[config.mk]
export PLATFORM = sky130hd
export DESIGN_NAME = multicycle_ctrl_fsm
export DESIGN_NICKNAME = d
export VERILOG_FILES = /design/src/rtl/ctrl_pkg.sv /design/src/rtl/multicycle_ctrl_fsm_imm_src_decode.sv /design/src/rtl/multicycle_ctrl_fsm.sv
export SDC_FILE = /design/constraint.sdc
export NUM_CORES = 1
export LEC_CHECK = 0
export CORE_AREA = 8 8 64 66
export DETAILED_ROUTE_END_ITERATION = 6
export DIE_AREA = 0 0 72 74
export GPL_TIMING_DRIVEN = 0
export HOLD_SLACK_MARGIN = 0.02
export PLACE_DENSITY_LB_ADDON = 0.12
export REMOVE_ABC_BUFFERS = 1
export SYNTH_ARGS = -nofsm -noshare
export SYNTH_HDL_FRONTEND = slang
export SYNTH_SLANG_ARGS = --single-unit
[constraint.sdc]
create_clock -name i_clk -period 1.7 [get_ports i_clk]
set_input_delay 0.34 -clock i_clk [delete_from_list [all_inputs] [get_ports i_clk]]
set_output_delay 0.34 -clock i_clk [all_outputs]
set_load 0.02 [all_outputs]
[src/rtl/ctrl_pkg.sv]
// Shared types and constants for the multicycle RV32I control unit:
// state encoding, opcodes, datapath mux selects and the decode-target helper.
package ctrl_pkg;

  typedef enum logic [3:0] {
    FETCH, DECODE, MEMADR, MEMREAD, MEMWRITE, MEMWB, EXECR, EXECI,
    ALUWB, BEQ, JAL, JALR, JALPC, JAL_LINK, UPPER, TRAP
  } state_t;

  localparam logic [6:0] OP_LOAD   = 7'b0000011;
  localparam logic [6:0] OP_STORE  = 7'b0100011;
  localparam logic [6:0] OP_R      = 7'b0110011;
  localparam logic [6:0] OP_I      = 7'b0010011;
  localparam logic [6:0] OP_BRANCH = 7'b1100011;
  localparam logic [6:0] OP_JAL    = 7'b1101111;
  localparam logic [6:0] OP_JALR   = 7'b1100111;
  localparam logic [6:0] OP_LUI    = 7'b0110111;
  localparam logic [6:0] OP_AUIPC  = 7'b0010111;

  localparam logic [1:0] SRCA_PC    = 2'b00;
  localparam logic [1:0] SRCA_OLDPC = 2'b01;
  localparam logic [1:0] SRCA_RS1   = 2'b10;
  localparam logic [1:0] SRCA_ZERO  = 2'b11;

  localparam logic [1:0] SRCB_RS2  = 2'b00;
  localparam logic [1:0] SRCB_IMM  = 2'b01;
  localparam logic [1:0] SRCB_FOUR = 2'b10;

  localparam logic [1:0] RES_ALUOUT    = 2'b00;
  localparam logic [1:0] RES_MEMDATA   = 2'b01;
  localparam logic [1:0] RES_ALURESULT = 2'b10;

  localparam logic [1:0] ALUOP_ADD   = 2'b00;
  localparam logic [1:0] ALUOP_SUB   = 2'b01;
  localparam logic [1:0] ALUOP_FUNCT = 2'b10;

  localparam logic [2:0] IMM_I = 3'b000;
  localparam logic [2:0] IMM_S = 3'b001;
  localparam logic [2:0] IMM_B = 3'b010;
  localparam logic [2:0] IMM_J = 3'b011;
  localparam logic [2:0] IMM_U = 3'b100;

  // Where DECODE dispatches each opcode; unknown opcodes land in TRAP.
  function automatic state_t decode_target(input logic [6:0] op);
    case (op)
      OP_LOAD, OP_STORE: return MEMADR;
      OP_R:              return EXECR;
      OP_I:              return EXECI;
      OP_BRANCH:         return BEQ;
      OP_JAL:            return JAL;
      OP_JALR:           return JALR;
      OP_LUI, OP_AUIPC:  return UPPER;
      default:           return TRAP;
    endcase
  endfunction

endpackage

[src/rtl/multicycle_ctrl_fsm_imm_src_decode.sv]
// Combinational opcode -> immediate-format select, kept separate so the
// pipelined decoder can reuse it.
module imm_src_decode
  import ctrl_pkg::*;
#(
  parameter int OP_W      = 7,
  parameter int IMM_SRC_W = 3
) (
  input  logic [OP_W-1:0]      i_opcode,
  output logic [IMM_SRC_W-1:0] o_imm_src
);

  always_comb begin
    o_imm_src = IMM_SRC_W'(IMM_I);
    case (i_opcode)
      OP_STORE:         o_imm_src = IMM_SRC_W'(IMM_S);
      OP_BRANCH:        o_imm_src = IMM_SRC_W'(IMM_B);
      OP_JAL:           o_imm_src = IMM_SRC_W'(IMM_J);
      OP_LUI, OP_AUIPC: o_imm_src = IMM_SRC_W'(IMM_U);
      default:          o_imm_src = IMM_SRC_W'(IMM_I);
    endcase
  end

endmodule

[src/rtl/multicycle_ctrl_fsm.sv]
// Multicycle RV32I control FSM with a cache valid/ready handshake, a memory
// watchdog and a sticky TRAP state for illegal opcodes and timeouts.
module multicycle_ctrl_fsm
  import ctrl_pkg::*;
#(
  parameter int OP_W        = 7,
  parameter int IMM_SRC_W   = 3,
  parameter int TIMEOUT_CYC = 255,
  parameter int CNT_W       = 8
) (
  input  logic                 i_clk,
  input  logic                 i_reset,
  input  logic [OP_W-1:0]      i_opcode,
  input  logic                 i_mem_ready,
  output logic                 o_mem_req,
  output logic                 o_mem_write,
  output logic                 o_adr_src,
  output logic                 o_ir_write,
  output logic                 o_pc_write,
  output logic                 o_branch,
  output logic                 o_reg_write,
  output logic [1:0]           o_alu_src_a,
  output logic [1:0]           o_alu_src_b,
  output logic [1:0]           o_alu_op,
  output logic [1:0]           o_result_src,
  output logic [IMM_SRC_W-1:0] o_imm_src,
  output logic                 o_illegal_op,
  output logic                 o_mem_timeout,
  output logic [3:0]           o_state_dbg
);

  state_t             r_state;
  state_t             w_next;
  logic [CNT_W-1:0]   r_wd_cnt;
  logic               r_illegal;
  logic               r_timeout;
  logic               w_expire;
  logic               w_set_illegal;

  // The watchdog only fires while a request is actually stalled; a
  // same-cycle mem_ready always completes the access instead.
  assign w_expire = (TIMEOUT_CYC != 0) && o_mem_req && !i_mem_ready &&
                    (r_wd_cnt == CNT_W'(TIMEOUT_CYC));

  always_ff @(posedge i_clk) begin
    if (i_reset) begin
      r_state   <= FETCH;
      r_wd_cnt  <= '0;
      r_illegal <= 1'b0;
      r_timeout <= 1'b0;
    end else begin
      r_state <= w_next;
      if (w_set_illegal) r_illegal <= 1'b1;
      if (w_expire)      r_timeout <= 1'b1;
      if ((w_next != r_state) || i_mem_ready || !o_mem_req)
        r_wd_cnt <= '0;
      else if (r_wd_cnt != '1)
        r_wd_cnt <= r_wd_cnt + 1'b1;
    end
  end

  always_comb begin
    w_next        = r_state;
    w_set_illegal = 1'b0;
    o_mem_req     = 1'b0;
    o_mem_write   = 1'b0;
    o_adr_src     = 1'b0;
    o_ir_write    = 1'b0;
    o_pc_write    = 1'b0;
    o_branch      = 1'b0;
    o_reg_write   = 1'b0;
    o_alu_src_a   = SRCA_PC;
    o_alu_src_b   = SRCB_RS2;
    o_alu_op      = ALUOP_ADD;
    o_result_src  = RES_ALUOUT;
    case (r_state)
      FETCH: begin
        o_mem_req   = 1'b1;
        o_alu_src_b = SRCB_FOUR;
        if (i_mem_ready) begin
          o_ir_write = 1'b1;
          o_pc_write = 1'b1;
          w_next     = DECODE;
        end
      end
      DECODE: begin
        o_alu_src_a   = SRCA_OLDPC;
        o_alu_src_b   = SRCB_IMM;
        w_next        = decode_target(i_opcode);
        w_set_illegal = (w_next == TRAP);
      end
      MEMADR: begin
        o_alu_src_a = SRCA_RS1;
        o_alu_src_b = SRCB_IMM;
        w_next      = (i_opcode == OP_LOAD) ? MEMREAD : MEMWRITE;
      end
      MEMREAD: begin
        o_mem_req = 1'b1;
        o_adr_src = 1'b1;
        if (i_mem_ready) w_next = MEMWB;
      end
      MEMWRITE: begin
        o_mem_req   = 1'b1;
        o_mem_write = 1'b1;
        o_adr_src   = 1'b1;
        if (i_mem_ready) w_next = FETCH;
      end
      MEMWB: begin
        o_result_src = RES_MEMDATA;
        o_reg_write  = 1'b1;
        w_next       = FETCH;
      end
      EXECR: begin
        o_alu_src_a = SRCA_RS1;
        o_alu_op    = ALUOP_FUNCT;
        w_next      = ALUWB;
      end
      EXECI: begin
        o_alu_src_a = SRCA_RS1;
        o_alu_src_b = SRCB_IMM;
        o_alu_op    = ALUOP_FUNCT;
        w_next      = ALUWB;
      end
      ALUWB: begin
        o_reg_write = 1'b1;
        w_next      = FETCH;
      end
      BEQ: begin
        o_alu_src_a = SRCA_RS1;
        o_alu_op    = ALUOP_SUB;
        o_branch    = 1'b1;
        w_next      = FETCH;
      end
      // PC takes the target already in ALUOut while the ALU forms OldPC+4.
      JAL: begin
        o_alu_src_a = SRCA_OLDPC;
        o_alu_src_b = SRCB_FOUR;
        o_pc_write  = 1'b1;
        w_next      = ALUWB;
      end
      JALR: begin
        o_alu_src_a = SRCA_RS1;
        o_alu_src_b = SRCB_IMM;
        w_next      = JALPC;
      end
      JALPC: begin
        o_result_src = RES_ALURESULT;
        o_pc_write   = 1'b1;
        w_next       = JAL_LINK;
      end
      JAL_LINK: begin
        o_alu_src_a = SRCA_OLDPC;
        o_alu_src_b = SRCB_FOUR;
        w_next      = ALUWB;
      end
      UPPER: begin
        o_alu_src_a = (i_opcode == OP_LUI) ? SRCA_ZERO : SRCA_OLDPC;
        o_alu_src_b = SRCB_IMM;
        w_next      = ALUWB;
      end
      TRAP: w_next = TRAP;
      default: w_next = TRAP;
    endcase
    if (w_expire) w_next = TRAP;
  end

  imm_src_decode #(
    .OP_W      (OP_W),
    .IMM_SRC_W (IMM_SRC_W)
  ) u_imm_src_decode (
    .i_opcode  (i_opcode),
    .o_imm_src (o_imm_src)
  );

  assign o_illegal_op  = r_illegal;
  assign o_mem_timeout = r_timeout;
  assign o_state_dbg   = r_state;

endmodule
* Word level (Yosys, flattened, before mapping)
Cells that the tools add are included.
Widths: inputs -> output; s select.
** Word-level totals
- Bits in read-only memories :: 0
- Memories :: 0
- Bits in latches :: 0
- Word-level logic and storage cells :: 77
- Output and inout bits :: 24
- RAM bits :: 0
- Register bits :: 14
** Cells by class
- Mux-type cells :: 23
- Reduce and logical (&&, ||, !) cells :: 21
- Equal/unequal tests :: 28
- Divide/modulo/power cells :: 0
- $mul :: 0
- Shift-type cells :: 0
- $lt $le $gt $ge :: 0
- Bitwise logic cells :: 0
- Add/sub/neg operators :: 1
** Operators by type and width (number)
- $pmux 4 s10 :: 1
- $eq 4x4->1 const B :: 9
- $pmux 4 s7 :: 1
- $eq 7x6->1 const B :: 3
- $eq 7x7->1 const B :: 3
- $mux 4 :: 5
- $eq 4x3->1 const B :: 4
- $reduce_or 5->1 :: 3
- $eq 7x5->1 const B :: 2
- $reduce_or 2->1 :: 7
- $pmux 2 s2 :: 3
- $pmux 3 s4 :: 1
- $reduce_or 3->1 :: 4
- $add 8x1->8 const B :: 1
- $eq 4x2->1 const B :: 2
- $eq 8x8->1 const B :: 1
- $mux 1 :: 8
- $ne 8x8->1 const B :: 1
- $eq 7x2->1 const B :: 1
- $pmux 2 s3 :: 1
- $eq 4x1->1 const B :: 1
- $logic_not 4->1 :: 1
- $ne 4x4->1 :: 1
- $mux 3 :: 1
- other kinds (5) :: 8

* Depth between registers and ports, before layout
- Depth in word-level cells :: 10
- Gate-level depth with buffers :: 6
- Mapped depth without buffers :: 5

* Hierarchy
A second synthesis with hierarchy kept.
** Second synthesis, totals
- Cell total of the unflattened synthesis :: 155
- Area, all modules :: 1267.5 um2
** By module, submodules not included
- multicycle_ctrl_fsm :: times used 1, area each 1206.2 um2, cells each 147
- imm_src_decode :: times used 1, area each 61.3 um2, cells each 8

* Worst setup path before layout
Ideal clock, no wire load.
- Path kind :: register -> output
- Start point :: reg r_state[3] (netlist: o_state_dbg[3])
- End point :: out o_pc_write
- Buffers on the path :: 1
- Stages on the path, launching flop included :: 6
- Arrival :: 1.731 ns
- Path slack :: -0.371 ns
- Cells stage by stage :: dfxtp_1 -> clkbuf_1 -> nand2_1 -> a21bo_2 -> nor2_1 -> a211oi_1
** Between the ends
- Cells in the longest elaborated chain, start to end :: 3
- Elaborated cells on any way between the ends :: 5
** RTL lines
- start, declared :: line multicycle_ctrl_fsm.sv:32 : state_t r_state;
- start signal, assigned :: line multicycle_ctrl_fsm.sv:52 : r_state <= w_next;
- $eq 4x4->1 :: line multicycle_ctrl_fsm.sv:76 : case (r_state)
- $reduce_or 2->1 (no line)
- $pmux 1 s2 * :: line multicycle_ctrl_fsm.sv:76
- end, declared :: line multicycle_ctrl_fsm.sv:19 : output logic o_pc_write,
Every way passes the cells marked *; elsewhere a longest branch is shown, timed or not.

* Worst setup path after layout
- Start point :: reg r_state[2] (netlist: o_state_dbg[2])
- End point :: out o_alu_src_a[1]
** Between the ends
- Cells in the longest elaborated chain, start to end :: 3
- Elaborated cells on any way between the ends :: 12
** RTL lines
- $eq 4x4->1 (tied with other cells) :: line multicycle_ctrl_fsm.sv:76
- $reduce_or 5->1 (no line) or $reduce_or 3->1 (tied branches)
- $pmux 2 s3 * :: line multicycle_ctrl_fsm.sv:76
- end, declared :: line multicycle_ctrl_fsm.sv:22 : output logic [1:0] o_alu_src_a,
Marked as above.

==> results_dict.tcl <==
set metrics [dict create \
    status "finished, violations left" \
    violations "negative setup slack" \
    tightest_slew_ns 0.407 \
    grt_overflow 0 \
    r2r_slack_ns -0.08 \
    crit_path_max_fanout 8 \
    combPwrFrac_pct 67.6 \
    p_leak_nw 0.714 \
    slew_headroom_pct 72.7 \
    seq_area_frac_synth_pct 25.3 \
    arrival_ns 1.49 \
    diodes 0 \
    drc 0 \
    worstSkewPairLatency_ns 0.28 \
    hold_depth 2 \
    timing_hold_violations_final 0 \
    grt_pass1_vias 1288 \
    ys_ff_latch 14 \
    firstDrtPassIters 4 \
    h-tree-depth 1 \
    p_int_mw 1.35 \
    gr-usage-all-layers_pct 13.2 \
    switchingPower_mw 1.14 \
    avgRoutedWirePerCell_um 14.5 \
    yosysTopAreaCell "dfxtp_1" \
    synth_top_flop_cell "dfxtp_1" \
    synthToLayoutAreaGrowth_pct 61.2 \
    synth.top_cell.area_share_pct 25.3 \
    gp_congestion 0.849 \
    initial_utilization_pct 34.8 \
    crit_buf_inv 2 \
    setup_viol 12 \
    busiest_layer "met2" \
    die_x_um 72 \
    ir_drop_uv 775 \
    postRouteAntennaNets 0 \
    use_met2_pct 22.2 \
    cp-start-kind "flip-flop" \
    crit_required_ns 1.36 \
    cp_cell_sequence "buf_6, nor2b_4, and2_4, a211o_1, buf_6" \
    hold_start "o_illegal_op$_SDFFE_PP0P_" \
    fmax_mhz 546 \
    die-area_um2 5330 \
    clockPowerShare_pct 9.8 \
    dp_slack_ns -0.900 \
    fin_nets 212 \
    avgViaCountPerCell 5.33 \
    antenna_found_initial 0 \
    seq_power_share_pct 22.6 \
    criticalPathCategory "reg2out" \
    fin_ws_ns -0.132 \
    swShare_pct 46.0 \
    grt_max_degree 18 \
    min_to "o_illegal_op$_SDFFE_PP0P_" \
    cp_common_cell "buf_6" \
    r2r-end "o_state_dbg[0]$_SDFF_PP0_" \
    slowest_delay_ns 0.39 \
    synth_edf_count 0 \
    syn_area_per_cell_um2 7.53 \
    clkTransAtPathRegs_ns 0.09 \
    min_path_type "reg2reg" \
    crit_slowest_cell "dfxtp_4" \
    tritoncts.num_buffers 3 \
    period_share_pct 108 \
    skew_ns 0.00254 \
    num_io_pins 34 \
    ys_types 50 \
    worst-r2r-cell-count 6 \
    synth_cells 147 \
    yosysWarnings 0 \
    p_per_area_nw_per_um2 1400 \
    core_um2 3180 \
    grt_use_met1_pct 16.4 \
    finalCriticalPeriod_ns 1.83 \
    rsz0062_at_grt "true" \
    vias 1310 \
    r2r_start "o_state_dbg[3]$_SDFF_PP0_" \
    wl_um 3580 \
    cts_max_path_buffers 2 \
    synth_area_leaders "dfxtp_1 25%, nor2_1 8.8%, nand2_1 5.4%, nor3_1 4.5%, xor2_1 3.2%" \
    critical-path-top-delay-family "flip-flops" \
    whs_ns 0.473 \
    endpoint_kind "output pin" \
    finalMaxSlewViolations 0 \
    power_mw 2.49 \
    drtIter0Drc 81 \
    hold_buffers 0 \
    maxCapViolCount 0 \
    grt_pass1_wl_um 5840 \
    async_flop_share_pct 0 \
    tns_ns -0.625 \
    clock-sinks 14 \
    rows 21 \
    portBuffers 33 \
    use_met3_pct 2.70 \
    die_h_um 74 \
    tritoncts "built" \
    synth_area_um2 1110 \
    root_buffer "clkbuf_4" \
    drive_above_1_share_pct 43.0 \
    dp_hpwl_um 2380 \
]
final cells by class:
| cell class | instances | area (um2) |
|---|---|---|
| fill | 292 | 1390 |
| multi-input combinational | 124 | 951 |
| tap | 46 | 57.6 |
| sequential | 14 | 295 |
| timing repair buffer | 55 | 434 |
| clock buffer | 4 | 36.3 |
| inverter | 3 | 11.3 |
cell families after synthesis:
kind of cell,Yosys count,synth area share (%)
xor gates and xnor gates,5,3.95
AOI/OAI and AO/OA,29,20.9
buffers and inverters,10,5.08
muxes,3,2.82
and+or+nand+nor,85,40.8
DFF,14,25.3
adders and majority gates,1,1.13
repair_timing:
| action | 4_1_cts | 5_1_grt |
|---|---|---|
| resized for setup | 128 | 24 |
| endpoints found under the setup margin | 36 | 28 |
| pin swaps | 14 | 7 |
| cloned | 1 | 0 |
| buffers inserted | 16 | 6 |
power groups by stage:
stage	Combinational, mW	Clock, mW	Sequential [mW]
finish	1.68	0.244	0.563
CTS	1.52	0.249	0.556
global placement	1.30	0	0.548
floorplan	0.726	0	0.563
detailed placement	1.32	0	0.551
global route	1.82	0.258	0.581
worst reg2reg max path, cell delays in order (launching register included):
cell	delay (ns)
dfxtp_4	0.39
buf_6	0.14
or3_4	0.34
a2111oi_4	0.36
buf_4	0.20
nor3_4	0.05
a41oi_2	0.20
cell usage after synthesis, types with 2 or more instances:
library cell	number
nor2_1	26
o21ai_0	3
inv_1	3
mux2i_1	2
nand3_1	4
nand2b_1	4
dfxtp_1	14
a21oi_1	6
xor2_1	4
buf_6	2
a31oi_1	2
clkbuf_1	4
nand2_1	16
or3_1	2
nor3_1	10
nor2b_1	4
a211o_1	2
nor4_2	2
a211oi_1	3
nor4_1	2
and3_1	2
o31ai_1	2
sequential cells by signal (all words and copies together) (netlist names):
register       cells
o_mem_timeout      1
o_illegal_op       1
o_state_dbg        4
r_wd_cnt           8
layout by cell type (no fill, tap or decap), types with 3 or more instances in the layout:
master / instances
dfxtp_1: 10
clkbuf_4: 3
buf_4: 26
nand2_2: 3
or3_4: 4
nor3_2: 5
nor3_1: 4
nor2_2: 3
buf_2: 9
xor2_1: 4
buf_6: 5
inv_1: 3
a21oi_1: 6
dlygate4sd2_1: 9
dfxtp_4: 4
clkdlybuf4s50_1: 3
nand2_1: 13
nand3_1: 3
nor2_1: 23
worst max path at each step:
stage / startpoint / endpoint / slack, ns / cells past startpoint
final: o_state_dbg[2]$_SDFF_PP0_ / o_alu_src_a[1] / -0.13 / 5
after global routing: o_state_dbg[2]$_SDFF_PP0_ / o_alu_src_a[1] / -0.17 / 5
after CTS: o_state_dbg[2]$_SDFF_PP0_ / o_alu_src_a[1] / -0.12 / 5
after detailed placement: i_opcode[2] / o_imm_src[0] / -0.90 / 4
after global placement: i_opcode[2] / o_imm_src[0] / -0.85 / 4
after floorplan: o_state_dbg[3]$_SDFF_PP0_ / o_pc_write / -0.27 / 4
layer usage:
layer | up-vias | share of wire [%]
met5 | - | 0
met4 | 0 | 0.61
met3 | 4 | 5.5
met2 | 37 | 49
met1 | 622 | 45
li1 | 647 | -
stage by stage:
| step | utilization [%] | cells | cell area, um2 |
|---|---|---|---|
| after global routing | 56.2 | 246 | 1790 |
| final | 56.2 | 246 | 1790 |
| after detailed placement | 45.6 | 219 | 1450 |
| after global placement | 45.6 | 219 | 1450 |
| after floorplan | - | 140 | 1060 |
| after CTS | 53.6 | 240 | 1700 |
Power figures use the tool's default switching activity.
